$ cat src/rtl/bmi_weight_calc_pkg.sv
// bmi_weight_calc_pkg: shared widths, FSM state encoding and saturation value for the BMI weight calculator.
package bmi_weight_calc_pkg;
  localparam int DATA_W = 8;
  localparam int SQ_W = 2 * DATA_W;
  localparam int ACC_W = 3 * DATA_W;
  localparam logic [7:0] SAT_MAX = 8'hFF;
  typedef logic [1:0] state_t;
  localparam state_t S_IDLE = 2'd0;
  localparam state_t S_SQUARE = 2'd1;
  localparam state_t S_SCALE = 2'd2;
  localparam state_t S_DONE = 2'd3;
endpackage

$ cat src/rtl/bmi_weight_calc_seq_shift_add_mult.sv
// seq_shift_add_mult: iterative shift-add multiplier, one multiplier bit per step, LSB first.
module seq_shift_add_mult #(
  parameter int MCAND_W = 16,
  parameter int MPLR_W = 8,
  parameter int PROD_W = 24
) (
  input  logic              clk,
  input  logic              rst_n,
  input  logic              load,
  input  logic              step,
  input  logic [MCAND_W-1:0] mcand,
  input  logic [MPLR_W-1:0] mplier,
  output logic [PROD_W-1:0] prod_nxt,
  output logic              last
);
  localparam int CNT_W = $clog2(MPLR_W);
  logic [MCAND_W-1:0] mcand_q, mcand_d;
  logic [MPLR_W-1:0] mplier_q, mplier_d;
  logic [CNT_W-1:0] cnt_q, cnt_d;
  logic [PROD_W-1:0] prod_q, prod_d;
  // prod_nxt is the product after the current step, so the owner can act on the final value at the last edge
  always_comb begin
    prod_nxt = prod_q + (mplier_q[cnt_q] ? (PROD_W'(mcand_q) << cnt_q) : '0);
    last = cnt_q == CNT_W'(MPLR_W - 1);
    mcand_d = load ? mcand : mcand_q;
    mplier_d = load ? mplier : mplier_q;
    cnt_d = load ? '0 : step ? cnt_q + 1'b1 : cnt_q;
    prod_d = load ? '0 : step ? prod_nxt : prod_q;
  end
  always_ff @(posedge clk or negedge rst_n) begin
    if (!rst_n) begin
      mcand_q <= '0;
      mplier_q <= '0;
      cnt_q <= '0;
      prod_q <= '0;
    end else begin
      mcand_q <= mcand_d;
      mplier_q <= mplier_d;
      cnt_q <= cnt_d;
      prod_q <= prod_d;
    end
  end
endmodule

$ cat src/rtl/bmi_weight_calc.sv
// bmi_weight_calc: computes weight = category * height^2 in two 8-cycle shift-add phases, saturated to DATA_W bits.
module bmi_weight_calc #(
  parameter int DATA_W = bmi_weight_calc_pkg::DATA_W,
  parameter int SQ_W = bmi_weight_calc_pkg::SQ_W,
  parameter int ACC_W = bmi_weight_calc_pkg::ACC_W
) (
  input  logic              clk,
  input  logic              rst_n,
  input  logic              enable,
  input  logic              start,
  input  logic [DATA_W-1:0] height,
  input  logic [DATA_W-1:0] category,
  output logic [DATA_W-1:0] weight,
  output logic              overflow,
  output logic              busy,
  output logic              done
);
  import bmi_weight_calc_pkg::*;
  state_t state_q, state_d;
  logic [DATA_W-1:0] weight_q, weight_d, cat_q, cat_d;
  logic ov_q, ov_d, busy_q, busy_d, done_q, done_d;
  logic load, step, last;
  logic [SQ_W-1:0] mcand_in;
  logic [DATA_W-1:0] mplier_in;
  logic [ACC_W-1:0] prod_nxt;
  // one multiplier is reused: height*height first, then square*category
  seq_shift_add_mult #(.MCAND_W(SQ_W), .MPLR_W(DATA_W), .PROD_W(ACC_W)) u_mult (
    .clk(clk),
    .rst_n(rst_n),
    .load(load),
    .step(step),
    .mcand(mcand_in),
    .mplier(mplier_in),
    .prod_nxt(prod_nxt),
    .last(last)
  );
  always_comb begin
    state_d = state_q;
    weight_d = weight_q;
    ov_d = ov_q;
    busy_d = busy_q;
    done_d = 1'b0;
    cat_d = cat_q;
    load = 1'b0;
    step = 1'b0;
    mcand_in = SQ_W'(height);
    mplier_in = height;
    if (!enable) begin
      state_d = S_IDLE;
      weight_d = '0;
      ov_d = 1'b0;
      busy_d = 1'b0;
    end else begin
      case (state_q)
        S_IDLE: if (start) begin
          state_d = S_SQUARE;
          busy_d = 1'b1;
          cat_d = category;
          load = 1'b1;
        end
        S_SQUARE: begin
          step = 1'b1;
          if (last) begin
            state_d = S_SCALE;
            load = 1'b1;
            mcand_in = prod_nxt[SQ_W-1:0];
            mplier_in = cat_q;
          end
        end
        S_SCALE: begin
          step = 1'b1;
          if (last) begin
            state_d = S_DONE;
            busy_d = 1'b0;
            done_d = 1'b1;
            ov_d = |prod_nxt[ACC_W-1:DATA_W];
            weight_d = ov_d ? {DATA_W{1'b1}} : prod_nxt[DATA_W-1:0];
          end
        end
        default: state_d = S_IDLE;
      endcase
    end
  end
  always_ff @(posedge clk or negedge rst_n) begin
    if (!rst_n) begin
      state_q <= S_IDLE;
      weight_q <= '0;
      cat_q <= '0;
      ov_q <= 1'b0;
      busy_q <= 1'b0;
      done_q <= 1'b0;
    end else begin
      state_q <= state_d;
      weight_q <= weight_d;
      cat_q <= cat_d;
      ov_q <= ov_d;
      busy_q <= busy_d;
      done_q <= done_d;
    end
  end
  assign weight = weight_q;
  assign overflow = ov_q;
  assign busy = busy_q;
  assign done = done_q;
endmodule

$ cat config.mk
export PLATFORM = sky130hd
export DESIGN_NAME = bmi_weight_calc
export DESIGN_NICKNAME = d
export VERILOG_FILES = /design/src/rtl/bmi_weight_calc_pkg.sv /design/src/rtl/bmi_weight_calc_seq_shift_add_mult.sv /design/src/rtl/bmi_weight_calc.sv
export SDC_FILE = /design/constraint.sdc
export NUM_CORES = 1
export LEC_CHECK = 0
export BUFFER_PORTS_ARGS = -buffer_cell sky130_fd_sc_hd__buf_4
export CORE_UTILIZATION = 50
export CTS_CLUSTER_SIZE = 28
export DETAILED_ROUTE_END_ITERATION = 12
export PLACE_DENSITY = 0.78
export SLEW_MARGIN = 10
export SYNTH_ARGS = -nofsm -noshare
export SYNTH_HDL_FRONTEND = slang
export SYNTH_SLANG_ARGS = --single-unit
$ cat constraint.sdc
create_clock -name clk -period 5.8 [get_ports clk]
set_clock_uncertainty 0.05 [all_clocks]
set_input_delay 0.29 -clock clk [delete_from_list [all_inputs] [get_ports clk]]
set_output_delay 0.29 -clock clk [all_outputs]
set_load 0.01 [all_outputs]
==> impl_results.md <==
* Status: finished clean
* Critical path type: reg2reg
* Crit. End Element: flip-flop
* Area growth syn-to-layout at 9.10%
* Yosys top cell by area: dfrtp_1
* Initial core utilization at 51.7%
* Die Y at 103 um
* WHS at 2.06 ps
* Remaining antenna violation count after routing at 0
* Slowest CP cell: dfrtp_1
* Initial antenna violation count at 0
* F_max at 0.210 GHz
* Max-slew headroom at 29.8%
* Global-route wire length before repair at 21,800 um
* Worst reg-to-reg setup slack at 1040 ps
* Via count at 4,481
* Total track usage at 27.5%
* Routed len/inst at 17.7 um
* CP max FO at 15
* RePlAce Congestion at 0.953
* 1st-pass router iterations at 7
* Internal Pwr Total at 1.33 mW
* Estimated wirelength of the detail-placed design at 9720 um
* 1st-iter DRT viols at 291
* Net Sw Power at 1.17 mW
* RSZ-0062 raised after global routing: false
* Syn Nets at 662
* Std cell rows at 36
* Num CTS Buffers at 9
* Asr flop ratio synth at 100%
* Tcrit/Tclk final at 82.0%
* Final critical-path required period at 4760 ps
* Most used flip-flop cell after synthesis: dfrtp_1
* Routed WL at 13,500 um
* Core Area at 9770 um2
* Clock tree from TritonCTS: built
* Max-slew violations at 0
* PortBufs at 30
* Seq/Total Area, Yosys at 35.6%
* Commonest non-fill, non-tap cell in the layout: nand2_1
* H-tree depth at 3
* Crit path arrival time at 4950 ps
* Avg Cell Area, Syn at 8.25 um2
* Hold Crit Class: in2async
* Clk_lat worst skew at 370 ps
* Synth cell types at 62
* Largest net degree at the start of global routing at 73
* Final Setup Violations at 0
* Setup TNS at 0 ps
* Post-synth EDFFs at 0
* Fraction of layout cells with a size suffix above 1 at 12.7%
* Crit-path max cell delay at 580 ps
* Clock power frac at 17.4%
* Clock Pin Slew Worst Setup and Hold Paths at 90 ps
* Maxcap violations at 0
* Die ar. at 10,500 um2
* Highest-count cells in the layout ignoring fill and taps: nand2_1 (119), a21oi_1 (84), dfrtp_1 (72)
* Post-cts resize count at 0
* Max Root-Sink Buffers at 2
* I/O Pins at 31
* Switching Fraction at 46.9%
* Post-Syn Area at 5060 um2
* LEAKAGE at 2.50 nW
* Sink Count at 72
* Root buffer cell: clkbuf_8
* Synth warn at 0
* Comb pwr share at 52.2%
* Worst-margin pin slew at 1050 ps
* Post-synth top area share at 35.6%
* Vias/cell at 5.89
* Worst path cell trace: mux4_2 -> nand2_1 -> and2_1 -> a21oi_1 -> ha_1 -> a21o_1 -> o21bai_2 -> o2111ai_1 -> and3_2 -> o221ai_1 -> nor4_1 -> o2111ai_1 -> nor3_4 -> a21oi_1
* Synth area leaders: dfrtp_1 (36%), nand2_1 (8.8%), a21oi_1 (8.3%)
* Grt ovf at 0
* Max VDD drop at 0.228 mV
* Final Hold Fails at 0
* Sequential share of power at 30.4%
* Final Net Count at 672
* DR DRC count at 0
* Die Width at 103 um
* Crit path required time at 5990 ps
* N_diodes at 0
* Synthesized instance count at 613
* Vias in the first global route at 4,333
* Hold Buf Count CTS at 0
* Post-CTS Setup Bufs at 0
* Yosys reg bits at 72
* Total power draw at 2.50 mW
* Startpoint types: flip-flop
* Power density over the cells at 454 nW/um2
sequential cells by signal, summed over array words and instances, names as in the netlist:
signal	cells
busy	1
cat_q	8
done	1
overflow	1
state_q	2
u_mult.cnt_q	3
u_mult.mcand_q	16
u_mult.mplier_q	8
u_mult.prod_q	24
weight	8
per-layer routing:
layer	vias to the layer above	track usage, %	wire [um]
li1	2180	-	-
met1	2136	35.9	5980
met2	141	45.6	6490
met3	24	5.56	699
met4	0	9.01	316
met5	-	0	0
power groups by stage:
stage	logic, mW	registers (mW)	clock network [mW]
after floorplan	1.02	0.720	0
after global placement	1.26	0.763	0
after detailed placement	1.28	0.772	0
after CTS	1.29	0.762	0.439
after global routing	1.44	0.779	0.461
final	1.31	0.761	0.435
worst paths after layout:
path                                  from  cells past startpoint                  to
min reg2reg                       cat_q[4]                      2  u_mult.mplier_q[4]
max                        u_mult.cnt_q[0]                     14           weight[4]
min in group clk               category[0]                      3            cat_q[0]
max reg2reg                u_mult.cnt_q[0]                     14           weight[4]
min                                  rst_n                      1   u_mult.prod_q[11]
max in group asynchronous            rst_n                      1            cat_q[7]
worst max-delay path: cells and delay by family (launching register included):
family          cells  cell delay [ps]
flops               1              580
compound gates      7             1480
fa+ha+maj           1              360
mux                 1              550
simple gates        5             1590
kinds of logic after synthesis:
| group | Yosys count | synth area share (%) |
|---|---|---|
| simple gates | 235 | 20.4 |
| compound gates | 184 | 22.7 |
| flops | 72 | 35.6 |
| buf+inv | 52 | 4.65 |
| fa+ha+maj | 29 | 7.32 |
| mux | 23 | 5.69 |
| xor+xnor | 18 | 3.56 |
through the flow:
step	std cells	worst slack [ps]	area (um2)	util, %
finish	761	1040	5520	56.5
global placement	745	1280	5310	54.3
floorplan	613	1460	5060	-
detailed placement	745	1130	5310	54.3
global route	761	661	5520	56.5
CTS	761	1090	5520	56.5
synthesized netlist by cell type (3+ instances only):
| master | count |
|---|---|
| nor3_1 | 19 |
| o31ai_1 | 4 |
| buf_6 | 3 |
| mux2_2 | 6 |
| a211oi_1 | 7 |
| nand3_1 | 9 |
| o21ai_0 | 39 |
| nand4_1 | 3 |
| nand2_1 | 119 |
| a31oi_1 | 4 |
| a22o_1 | 4 |
| a21oi_1 | 84 |
| o2111ai_1 | 3 |
| a21o_1 | 9 |
| dfrtp_1 | 72 |
| nor2b_1 | 5 |
| a21boi_0 | 3 |
| mux2i_1 | 13 |
| buf_1 | 3 |
| mux4_2 | 4 |
| and2_1 | 16 |
| inv_1 | 15 |
| xnor2_1 | 11 |
| and3_1 | 7 |
| clkbuf_1 | 27 |
| ha_1 | 28 |
| nor2_1 | 48 |
| xor2_1 | 4 |
area by class of cell:
type | count | area (um2)
Multi-Input combinational cell | 489 | 3020
Sequential cell | 72 | 1800
Tap cell | 133 | 166
Fill cell | 936 | 4260
Inverter | 16 | 60.1
Clock buffer | 9 | 124
Clock inverter | 7 | 82.6
Timing Repair Buffer | 35 | 263
(Power assumes the default switching activity.)
